<file path="src/rtl/nrzi_pkg.sv">
// rtl/nrzi_pkg.sv - shared lock-state type and default constants for the NRZI clock/data recovery block
package nrzi_pkg;

   typedef enum logic {
      LK_UNLOCKED = 1'b0,
      LK_LOCKED   = 1'b1
   } lk_state_t;

   localparam int NRZI_OSR_DEF        = 8;
   localparam int NRZI_MAX_RUN_DEF    = 10;
   localparam int NRZI_SYNC_ZEROS_DEF = 10;

endpackage

</file>
<file path="src/rtl/nrzi_sync.sv">
// rtl/nrzi_sync.sv - multi-stage input synchroniser with history flop producing a line-transition flag
module nrzi_sync
   import nrzi_pkg::*;
#(
   parameter int SYNC_STAGES = 3
)(
   input  logic refclk,
   input  logic reset_n,
   input  logic line_in,
   output logic transition
);

   logic [SYNC_STAGES-1:0] sync_q, sync_d;
   logic                   hist_q, hist_d;

   // shift the raw line through the synchroniser; history holds the previous settled level
   always_comb begin
      sync_d = {sync_q[SYNC_STAGES-2:0], line_in};
      hist_d = sync_q[SYNC_STAGES-1];
   end

   // synchroniser and history registers
   always_ff @(posedge refclk or negedge reset_n) begin
      if (!reset_n) begin
         sync_q <= '0;
         hist_q <= 1'b0;
      end else begin
         sync_q <= sync_d;
         hist_q <= hist_d;
      end
   end

   assign transition = sync_q[SYNC_STAGES-1] ^ hist_q;

endmodule

</file>
<file path="src/rtl/nrzi_cdr.sv">
// rtl/nrzi_cdr.sv - NRZI oversampling CDR with lock tracking; NRZI_CDR_SYNC_DET_EN enables ADAT sync-gap detection
module nrzi_cdr
   import nrzi_pkg::*;
#(
   parameter int OSR         = NRZI_OSR_DEF,
   parameter int SYNC_STAGES = 3,
   parameter int MAX_RUN     = NRZI_MAX_RUN_DEF,
   parameter int SYNC_ZEROS  = NRZI_SYNC_ZEROS_DEF,
   parameter int LOCK_BITS   = 64
)(
   input  logic refclk,
   input  logic reset_n,
   input  logic in,
   output logic bit_valid,
   output logic bit_out,
   output logic symbol_err,
   output logic locked,
   output logic sync_pulse
);

   localparam int CW      = $clog2(OSR);
   localparam int RUN_TOP = (MAX_RUN > SYNC_ZEROS) ? MAX_RUN : SYNC_ZEROS;
   localparam int RW      = $clog2(RUN_TOP + 2);
   localparam int LW      = $clog2(LOCK_BITS + 1);

   localparam logic [CW-1:0] CNT_MID   = CW'(OSR / 2 - 1);
   localparam logic [CW-1:0] CNT_TOP   = CW'(OSR - 1);
   localparam logic [RW-1:0] RUN_MAX   = RW'(MAX_RUN);
   localparam logic [RW-1:0] RUN_SAT   = RW'(MAX_RUN + 1);
   localparam logic [LW-1:0] LOCK_LAST = LW'(LOCK_BITS - 1);

   logic          transition;
   logic          strobe, runt, run_bad;
   logic [CW-1:0] cnt_q, cnt_d;
   logic          pending_q, pending_d;
   logic          bit_valid_q, bit_valid_d;
   logic          bit_out_q, bit_out_d;
   logic          symbol_err_q, symbol_err_d;
   logic [RW-1:0] run_q, run_d;
   logic [LW-1:0] lock_cnt_q, lock_cnt_d;
   lk_state_t     state_q, state_d;

   nrzi_sync #(.SYNC_STAGES(SYNC_STAGES)) u_sync (
      .refclk     (refclk),
      .reset_n    (reset_n),
      .line_in    (in),
      .transition (transition)
   );

   // bit-phase tracking: re-centre on each edge, sample mid-cell, flag a second edge inside one cell
   always_comb begin
      strobe = (cnt_q == CNT_MID) && !transition;
      runt   = transition && pending_q && (cnt_q < CNT_MID);
      if (transition || (cnt_q == CNT_TOP)) begin
         cnt_d = '0;
      end else begin
         cnt_d = cnt_q + CW'(1);
      end
      pending_d = pending_q;
      if (transition) begin
         pending_d = 1'b1;
      end else if (strobe) begin
         pending_d = 1'b0;
      end
      bit_valid_d  = strobe;
      bit_out_d    = strobe && pending_q;
      symbol_err_d = runt;
   end

   // zero-run length of emitted bits; an emitted zero that pushes past MAX_RUN is a loss-of-signal hint
   always_comb begin
      run_d   = run_q;
      run_bad = 1'b0;
      if (strobe) begin
         if (pending_q) begin
            run_d = '0;
         end else begin
            if (run_q < RUN_SAT) begin
               run_d = run_q + RW'(1);
            end
            run_bad = (run_q >= RUN_MAX);
         end
      end
   end

   // lock FSM: count clean bits to lock, drop on any runt edge or over-long zero run
   always_comb begin
      state_d    = state_q;
      lock_cnt_d = lock_cnt_q;
      case (state_q)
         LK_UNLOCKED: begin
            if (runt || run_bad) begin
               lock_cnt_d = '0;
            end else if (strobe) begin
               if (lock_cnt_q == LOCK_LAST) begin
                  state_d    = LK_LOCKED;
                  lock_cnt_d = '0;
               end else begin
                  lock_cnt_d = lock_cnt_q + LW'(1);
               end
            end
         end
         LK_LOCKED: begin
            if (runt || run_bad) begin
               state_d = LK_UNLOCKED;
            end
         end
         default: state_d = LK_UNLOCKED;
      endcase
   end

   // state and output registers
   always_ff @(posedge refclk or negedge reset_n) begin
      if (!reset_n) begin
         cnt_q        <= '0;
         pending_q    <= 1'b0;
         bit_valid_q  <= 1'b0;
         bit_out_q    <= 1'b0;
         symbol_err_q <= 1'b0;
         run_q        <= '0;
         lock_cnt_q   <= '0;
         state_q      <= LK_UNLOCKED;
      end else begin
         cnt_q        <= cnt_d;
         pending_q    <= pending_d;
         bit_valid_q  <= bit_valid_d;
         bit_out_q    <= bit_out_d;
         symbol_err_q <= symbol_err_d;
         run_q        <= run_d;
         lock_cnt_q   <= lock_cnt_d;
         state_q      <= state_d;
      end
   end

   assign bit_valid  = bit_valid_q;
   assign bit_out    = bit_out_q;
   assign symbol_err = symbol_err_q;
   assign locked     = (state_q == LK_LOCKED);

`ifdef NRZI_CDR_SYNC_DET_EN
   localparam logic [RW-1:0] RUN_SYNC = RW'(SYNC_ZEROS);

   logic sync_pulse_q, sync_pulse_d;

   // a 1-bit that closes exactly SYNC_ZEROS zeros while locked marks the ADAT frame gap
   always_comb begin
      sync_pulse_d = strobe && pending_q && (state_q == LK_LOCKED) && (run_q == RUN_SYNC);
   end

   // sync pulse register, aligned with bit_valid
   always_ff @(posedge refclk or negedge reset_n) begin
      if (!reset_n) begin
         sync_pulse_q <= 1'b0;
      end else begin
         sync_pulse_q <= sync_pulse_d;
      end
   end

   assign sync_pulse = sync_pulse_q;
`else
   assign sync_pulse = 1'b0;
`endif

endmodule

</file>
<file path="config.mk">
export PLATFORM = sky130hd
export DESIGN_NAME = nrzi_cdr
export DESIGN_NICKNAME = d
export VERILOG_FILES = /design/src/rtl/nrzi_pkg.sv /design/src/rtl/nrzi_sync.sv /design/src/rtl/nrzi_cdr.sv
export SDC_FILE = /design/constraint.sdc
export NUM_CORES = 1
export LEC_CHECK = 0
export BUFFER_PORTS_ARGS = -buffer_cell sky130_fd_sc_hd__buf_2
export CAP_MARGIN = 5
export CORE_MARGIN = 4
export CORE_UTILIZATION = 60
export CTS_BUF_LIST = sky130_fd_sc_hd__clkbuf_8
export DETAILED_ROUTE_END_ITERATION = 16
export GPL_TIMING_DRIVEN = 0
export HOLD_SLACK_MARGIN = 0.06
export PLACE_DENSITY = 0.86
export SETUP_SLACK_MARGIN = 0.15
export SYNTH_ARGS = -nofsm -noshare
export SYNTH_HDL_FRONTEND = slang
export SYNTH_SLANG_ARGS = --single-unit
</file>
<file path="constraint.sdc">
create_clock -name refclk -period 1.9 [get_ports refclk]
set_clock_uncertainty 0.05 [all_clocks]
set_input_delay 0.38 -clock refclk [delete_from_list [all_inputs] [get_ports refclk]]
set_output_delay 0.38 -clock refclk [all_outputs]
set_load 0.02 [all_outputs]
</file>
==> flow_summary_export.csv <==
group,metric,value,unit
logic_synthesis,synth_top_family_by_area,"compound AO/OA/AOI/OAI gates",
logic_synthesis,ys.flop_type,"dfrtp_1",
setup_path,reg2reg_to,"lock_cnt_q[0]",
cells_and_area,layout_commonest_cell,"dfrtp_1",
job,max_cap_viol_count,0,
setup_path,reg2reg_depth,6,
setup_path,slowest_stage,"dfrtp_1",
timing,rsz0062_at_grt,"true",
cells_and_area,fillers,85,
place,port_buffers,6,
die,core,1560,µm²
setup_path,crit_start,"lock_cnt_q[0]",
timing,period_share,0.904,
grt,grt_pass1_vias,735,
logic_synthesis,synth_compound_area_frac,0.153,
clock_network,h-tree-depth,1,
cells_and_area,design_area,1250,µm²
logic_synthesis,syn_area_per_cell,11.5,µm²
pwr,peakVddDrop,0.000694,V
setup_path,crit_chain,"ha_2 > and3_4 > nand3_2 > o21a_1 > and3_4 > mux2_2",
cells_and_area,drive_above_1_share,0.290,
cells_and_area,area_growth,21.4,%
timing,tns,0,ns
timing,setup_viol_count_final,0,
die,rows,14,
clock_network,cts_num_sinks,23,
grt,grt_max_degree,24,
grt,grtUsageMet1,0.209,
setup_path,endpoint_kind,"flip-flop",
place,placed_area,1080,µm²
setup_path,reg2reg_slack,0.18,ns
logic_synthesis,syn_inst,90,
cells_and_area,layout_common_cells,"dfrtp_1 (23), nor2_1 (10), buf_4 (7)",
grt,grt_pass1_wl,3.06,mm
clock_network,clk_path_buf_depth,2,
pwr,p_int,0.747,mW
place,dp_hpwl,1.17,mm
status,outcome,"finished, final reports clean",
place,gp_congestion,0.781,
logic_synthesis,synth_mux_area_frac,0.0218,
setup_path,worst-setup-path-type,"reg -> reg",
die,fp.dieH,49.5,µm
grt,grt_overflow,0,
logic_synthesis,synth_edf_count,0,
clock_network,cts_buffers,3,
logic_synthesis,ys_seq_area_frac,0.557,
setup_path,max_stage_delay,0.38,ns
timing,slew_viol_final,0,
pwr,p_comb_frac,0.178,
clock_network,clockRootBuffer,"clkbuf_8",
grt,grt.met3_usage,0.0271,
grt,met2_usage,0.263,
pwr,sw_frac_of_total,0.265,
drt,drc,0,
logic_synthesis,synth_cell_types,29,
clock_network,clkLatencyLatePin,0.26,ns
setup_path,worstSetupStartpointType,"flip-flop",
setup_path,crit_end,"lock_cnt_q[0]",
die,die_w,49.5,µm
clock_network,cts_tree,"yes",
drt,ant_nets,0,
logic_synthesis,synthAdderAreaFrac,0.0726,
timing,fmax,582,MHz
logic_synthesis,syn-num-nets,99,
drt,wl_per_cell,15.4,µm
drt,first_iter_violations,22,
cells_and_area,multi_input_area,494,µm²
logic_synthesis,yosys.area_share.xor_xnor,0.0508,
setup_path,path_max_fanout,3,
logic_synthesis,ys_ff_latch,23,
cells_and_area,ff_latch_area,576,µm²
pwr,seqPwrFrac,0.542,
pwr,powerDensity,810,nW/µm²
cells_and_area,nNetsFinal,117,
timing,report.final.hold_viol_count,0,
grt,antenna_found_initial,0,
drt,firstDrtPassIters,4,
grt,top_usage_layer,"met2",
cells_and_area,n_antenna_cell,0,
die,io_pins,8,
hold_path,worstHoldPathCells,1,
clock_network,clkTransAtPathRegs,0.07,ns
die,die_area,2450,µm²
drt,vias,719,
hold_path,hp-class,"in -> reg",
setup_path,cpMostUsedCell,"and3_4",
pwr,power.total,1.02,mW
pwr,p_sw,0.269,mW
drt,drt-total-wl,1.89,mm
pwr,leakage,0.581,nW
logic_synthesis,synth-simple-area-share,0.113,
setup_path,critPathArrivalTime,1.82,ns
drt,vias_per_cell,5.85,
timing,period_needed,1.72,ns
setup_path,worstPathRequired,2.00,ns
logic_synthesis,yosys_warnings,0,
die,initial_core_util,0.663,
logic_synthesis,netlist_area,1030,µm²
pwr,clkPwrFrac,0.280,
setup_path,reg2reg_from,"lock_cnt_q[0]",
grt,grt_use_total,0.160,
logic_synthesis,async_reset_ff_frac,1.00,
-- power by group through the flow --
stage	logic (mW)	registers (mW)	clock network (mW)
5_1_grt	0.203	0.557	0.319
3_5_place_dp	0.135	0.561	0
3_3_place_gp	0.130	0.558	0
2_1_floorplan	0.0882	0.566	0
4_1_cts	0.147	0.552	0.289
6_report	0.181	0.551	0.284
-- worst min-delay path by stage --
| stage | startpoint | to | slack (ns) |
|---|---|---|---|
| 2_1_floorplan | reset_n | bit_out | 0.03 |
| 3_3_place_gp | u_sync.sync_q[1] | u_sync.sync_q[2] | 0.28 |
| 3_5_place_dp | u_sync.sync_q[1] | u_sync.sync_q[2] | 0.29 |
| 4_1_cts | in | u_sync.sync_q[0] | 0.17 |
| 5_1_grt | in | u_sync.sync_q[0] | 0.17 |
| 6_report | in | u_sync.sync_q[0] | 0.17 |
-- worst max-delay path: cells and delay by family (launching register included) --
family          cells  cell delay (ns)
mux                 1             0.25
fa+ha+maj           1             0.20
compound gates      1             0.24
simple gates        3             0.49
flops               1             0.38
-- metrics by stage --
step | std cells | util | hold slack (ns) | worst slack (ns)
after floorplan | 90 | - | 0.0344 | 0.216
after global placement | 112 | 0.696 | 0.285 | 0.0800
after detailed placement | 112 | 0.696 | 0.295 | 0.0316
after CTS | 119 | 0.754 | 0.172 | 0.180
after global routing | 123 | 0.805 | 0.168 | 0.110
final | 123 | 0.805 | 0.173 | 0.182
-- cells in the mapped netlist, drive strengths merged, types with 2 or more instances --
cell type | n | area (µm²)
o21a | 2 | 15.0
and3 | 2 | 12.5
nor3 | 5 | 25.0
nand2 | 4 | 17.5
nand3 | 2 | 10.0
dfrtp | 23 | 576
inv | 5 | 18.8
a21oi | 2 | 10.0
mux2 | 2 | 22.5
o21ai | 5 | 25.0
ha | 6 | 75.1
a22o | 2 | 18.8
o211ai | 2 | 15.0
nor2 | 10 | 37.5
xor2 | 5 | 43.8
o22ai | 2 | 12.5
-- sequential cells by signal (all words and copies together), names as in the netlist --
name / cells
lock_cnt_q: 7
symbol_err: 1
u_sync.hist_q: 1
u_sync.sync_q: 3
pending_q: 1
cnt_q: 3
run_q: 4
locked: 1
bit_valid: 1
bit_out: 1
-- cell families after synthesis --
| kind of cell | Yosys count |
|---|---|
| fa+ha+maj | 6 |
| flops | 23 |
| xor+xnor | 6 |
| compound gates | 20 |
| mux | 2 |
| buf+inv | 7 |
| other cells | 1 |
| simple gates | 25 |
-- routing by layer --
layer / vias up / part of all wire
met5: - / 0
met3: 5 / 0.031
met1: 346 / 0.47
li1: 352 / -
met2: 16 / 0.49
met4: 0 / 0.015
-- area by class of cell --
cell class	count	area share
Buffer	1	0.00598
Sequential cell	23	0.459
Inverter	6	0.0219
Clock buffer	3	0.0329
Multi-Input combinational cell	60	0.394
Tap cell	16	0.0160
Clock inverter	1	0.00299
Timing Repair Buffer	13	0.0678
-- what timing repair did --
item / CTS / global route
pin swaps: 3 / 4
hold buffers: 1 / 0
setup endpoints to repair: 7 / 8
hold endpoints to repair: 23 / 0
gates resized for setup: 5 / 10
setup buffers: 2 / 4
(Power assumes the default switching activity.)
